## src/rtl/sd_pkg.sv

```systemverilog
// sd_pkg: shared digit type, illegal code and FSM states for the signed-digit converter
package sd_pkg;
  typedef logic signed [2:0] sd_digit_t;
  localparam sd_digit_t SD_ILLEGAL = 3'b100;
  typedef enum logic [1:0] {IDLE, CONV, DONE} state_t;
endpackage

```

## src/rtl/sd_to_binary_converter_otfc_step.sv

```systemverilog
// otfc_step: one on-the-fly conversion step; appends digit d to Q (value) and QM (value-1)
//   q, qm   : current Q and QM words
//   d       : radix-4 digit, -4 is treated as 0 and flagged on illegal
//   q_nxt   : 4*Q + d
//   qm_nxt  : 4*Q + d - 1
module otfc_step
  import sd_pkg::*;
#(
  parameter int OUT_W = 33
) (
  input  logic [OUT_W-1:0] q,
  input  logic [OUT_W-1:0] qm,
  input  sd_digit_t        d,
  output logic [OUT_W-1:0] q_nxt,
  output logic [OUT_W-1:0] qm_nxt,
  output logic             illegal
);
  sd_digit_t dd;
  logic pos;
  logic [1:0] lo;
  always_comb begin
    illegal = d == SD_ILLEGAL;
    dd = illegal ? '0 : d;
    pos = !dd[2] && dd != '0;
    // (4+d) mod 4 is just d[1:0]; both d-1 and 3+d reduce to d[1:0]-1 mod 4
    lo = dd[1:0] - 2'd1;
    q_nxt = dd[2] ? {qm[OUT_W-3:0], dd[1:0]} : {q[OUT_W-3:0], dd[1:0]};
    qm_nxt = pos ? {q[OUT_W-3:0], lo} : {qm[OUT_W-3:0], lo};
  end
endmodule

```

## src/rtl/sd_to_binary_converter.sv

```systemverilog
// sd_to_binary_converter: digit-serial MSD-first radix-4 signed-digit to two's-complement converter
//   in_valid/in_ready/in_digits   : vector handshake, in_digits[WIDTH-1] is the MSD
//   out_valid/out_ready/out_data  : result handshake, result held until consumed
//   out_err                       : an illegal digit (-4) occurred in the vector
module sd_to_binary_converter
  import sd_pkg::*;
#(
  parameter  int WIDTH = 16,
  localparam int OUT_W = 2*WIDTH+1
) (
  input  logic                  clk,
  input  logic                  rst,
  input  logic                  in_valid,
  output logic                  in_ready,
  input  logic [WIDTH-1:0][2:0] in_digits,
  output logic                  out_valid,
  input  logic                  out_ready,
  output logic [OUT_W-1:0]      out_data,
  output logic                  out_err
);
  localparam int CW = WIDTH > 1 ? $clog2(WIDTH) : 1;
  state_t state;
  logic [WIDTH-1:0][2:0] sr;
  logic [OUT_W-1:0] q, qm, q_nxt, qm_nxt;
  logic [CW-1:0] cnt;
  logic err, illegal, accept;
  otfc_step #(.OUT_W(OUT_W)) u_step (
    .q      (q),
    .qm     (qm),
    .d      (sr[WIDTH-1]),
    .q_nxt  (q_nxt),
    .qm_nxt (qm_nxt),
    .illegal(illegal)
  );
  assign in_ready = state == IDLE || (state == DONE && out_ready);
  assign accept = in_valid && in_ready;
  assign out_valid = state == DONE;
  assign out_data = q;
  assign out_err = err;
  always_ff @(posedge clk or posedge rst) begin
    if (rst) begin
      state <= IDLE;
      sr <= '0;
      q <= '0;
      qm <= '0;
      cnt <= '0;
      err <= 1'b0;
    end else if (accept) begin
      state <= CONV;
      sr <= in_digits;
      q <= '0;
      qm <= '1;
      cnt <= CW'(WIDTH-1);
      err <= 1'b0;
    end else if (state == CONV) begin
      sr <= {sr[WIDTH-2:0], 3'b000};
      q <= q_nxt;
      qm <= qm_nxt;
      err <= err || illegal;
      cnt <= cnt - 1'b1;
      state <= cnt == '0 ? DONE : CONV;
    end else if (state == DONE && out_ready) begin
      state <= IDLE;
    end
  end
endmodule

```

## config.mk

```make
export PLATFORM = sky130hd
export DESIGN_NAME = sd_to_binary_converter
export DESIGN_NICKNAME = d
export VERILOG_FILES = /design/src/rtl/sd_pkg.sv /design/src/rtl/sd_to_binary_converter_otfc_step.sv /design/src/rtl/sd_to_binary_converter.sv
export SDC_FILE = /design/constraint.sdc
export NUM_CORES = 1
export LEC_CHECK = 0
export CORE_ASPECT_RATIO = 2
export CORE_MARGIN = 3
export CORE_UTILIZATION = 25
export DETAILED_ROUTE_END_ITERATION = 7
export PLACE_DENSITY_LB_ADDON = 0.15
export SLEW_MARGIN = 10
export SYNTH_ARGS = -nofsm -noshare
export SYNTH_HDL_FRONTEND = slang
export SYNTH_HIERARCHICAL = 1
export SYNTH_SLANG_ARGS = --single-unit
```

## constraint.sdc

```tcl
create_clock -name clk -period 6.9 [get_ports clk]
set_input_delay 1.035 -clock clk [delete_from_list [all_inputs] [get_ports clk]]
set_output_delay 1.035 -clock clk [all_outputs]
set_load 0.02 [all_outputs]
```

==> flow_metrics.tcl <==
set metrics [dict create \
    cts_made_buffers 17 \
    clk_pin_slew_worst_paths_ns 0.06 \
    synthCells 608 \
    cts_buffer_depth 2 \
    ir_drop_v 0.000279 \
    grt_antenna_before_repair 0 \
    finalSetupViolations 0 \
    dp_slack_ns 2.67 \
    avgSynthCellArea_um2 9.73 \
    multi_input_comb_area_um2 2650 \
    grt_pass1_wl_mm 25.6 \
    cts_resized 0 \
    dr.pass1.iters 5 \
    coreArea_um2 23200 \
    whs_ns 0.500 \
    final_hold_viol_count 0 \
    use_met2_pct 22.7 \
    drive_above_1_share_pct 15.2 \
    fp.dieH_um 223 \
    diodes 0 \
    leakage_uw 0.00345 \
    hold_path_class "reg2reg" \
    viasPerCell 4.73 \
    grtUsageMet3_pct 3.04 \
    drt_iter0_drc 124 \
    setup_tns_ns 0 \
    finalCritPeriodShare_pct 60.4 \
    rsz0062_at_grt "false" \
    holdPathStages 2 \
    regArea_um2 2980 \
    hold_start "qm[30]" \
    stdcell_count 966 \
    total_power_uw 3830 \
    finalWorstPathRequiredPeriod_ns 4.17 \
    finalMaxSlewViolations 0 \
    htreeDepth 4 \
    post-dp-hpwl_mm 9.64 \
    worst_slack_ns 2.73 \
    drc 0 \
    wirelength_mm 15.5 \
    port_buffers 87 \
    synth_area_um2 5910 \
    path_class "in2out" \
    cts_tree "built" \
    hold_buffers 0 \
    powerDensity_nw_per_um2 506 \
    status "completed" \
    rrSetupSlack_ns 3.73 \
    num_vias 4566 \
    synthToLayoutAreaGrowth_pct 28.0 \
    grt_max_degree 69 \
    layout.nets 726 \
    worst-endpoint-arrival_ns 3.13 \
    yosysWarnings 6 \
    cts_sinks 119 \
    relSlewSlack_pct 25.8 \
    place_congestion 0.717 \
    die_w_um 115 \
    maxCapViolCount 0 \
    worstPathMaxFanout 52 \
    syn_nets 663 \
    grt_pass1_vias 4880 \
    grt_busiest_layer "met2" \
    track_usage_pct 12.5 \
    route.detailed.wl_per_inst_um 16.0 \
    rr_startpoint "state[0]" \
    start_util_pct 25.5 \
    gr-usage-met1_pct 13.9 \
    critPathLaunchType "primary input" \
    cp.required_ns 5.86 \
    hold_path_end "qm[30]" \
    post_cts_buffers 0 \
    max_slew.worst_pin.slew_ns 1.11 \
    placed_cells 935 \
    dieArea_um2 25600 \
    ios 88 \
    r2r-end "sr[43]" \
    r2r_cells 4 \
    ant_nets 0 \
    fmax_mhz 240 \
    fillers 2396 \
    finClkSkew_ns 0.00690 \
    cp-end-kind "output port" \
    cts_root_buf "clkbuf_16" \
    num_rows 79 \
    insertion_delay_ns 0.41 \
    gr-total-overflow 0 \
]
cells in the final DEF, fill, tap and decap left out:
cell and n:
nand3_1 79, clkbuf_8 3, o211ai_1 1, inv_4 1, nand2b_1 1, dfrtp_1 119
and3_1 1, inv_1 7, o41ai_1 1, mux2_2 60, xnor2_1 1, clkbuf_1 2
nor2_1 3, a21oi_1 38, nor2b_1 2, clkbuf_16 17, nor2b_4 2, ha_1 3
nand2_1 137, buf_4 8, nor3b_1 1, clkdlybuf4s50_1 87, bufinv_16 4, nor2_2 1
mux2i_1 46, clkinvlp_4 1, nand2b_2 2, o21ai_1 49, clkinv_2 4, and2_2 1
nor4_1 1
area by class of cell:
cell class                      instances  area share [%]
Inverter                                8           0.430
Clock inverter                          9            1.95
Clock buffer                           22            6.26
Tap cell                              283            4.68
Sequential cell                       119            39.3
Multi-Input combinational cell        430            35.0
Timing Repair Buffer                   95            12.3
critical path, cell delays in order:
cell	delay, ns
clkdlybuf4s50_1	0.44
nand2b_2	0.77
nor2b_1	0.26
clkdlybuf4s50_1	0.62
flip-flops by register name (all words and copies together), names as in the netlist:
register	count
qm	31
sr	48
out_err	1
state	2
out_data	33
cnt	4
worst max path at each step:
stage | start | endpoint | slack [ns] | cells after the start
floorplan | rst | cnt[0] | 2.71 | 1
global placement | in_valid | sr[47] | 2.72 | 5
detailed placement | in_valid | sr[33] | 2.67 | 5
CTS | out_ready | in_ready | 2.70 | 4
global route | out_ready | in_ready | 2.58 | 4
finish | out_ready | in_ready | 2.73 | 4
metal layers:
| layer | wire [µm] | part of all wire [%] |
|---|---|---|
| met2 | 8260 | 53 |
| met1 | 6300 | 41 |
| met5 | 0 | 0 |
| met3 | 644 | 4.2 |
| met4 | 254 | 1.6 |
report_power, final:
part           switching, µW  internal, µW
logic                    883           770
clock network            317           628
registers                226          1010
per-stage QoR:
step                instance area [µm²]  utilization (%)
floorplan                          5910                -
global placement                   6950             29.9
detailed placement                 6950             29.9
CTS                                7570             32.6
global route                       7570             32.6
finish                             7570             32.6
Note: power is estimated with default switching activity, not from simulation.
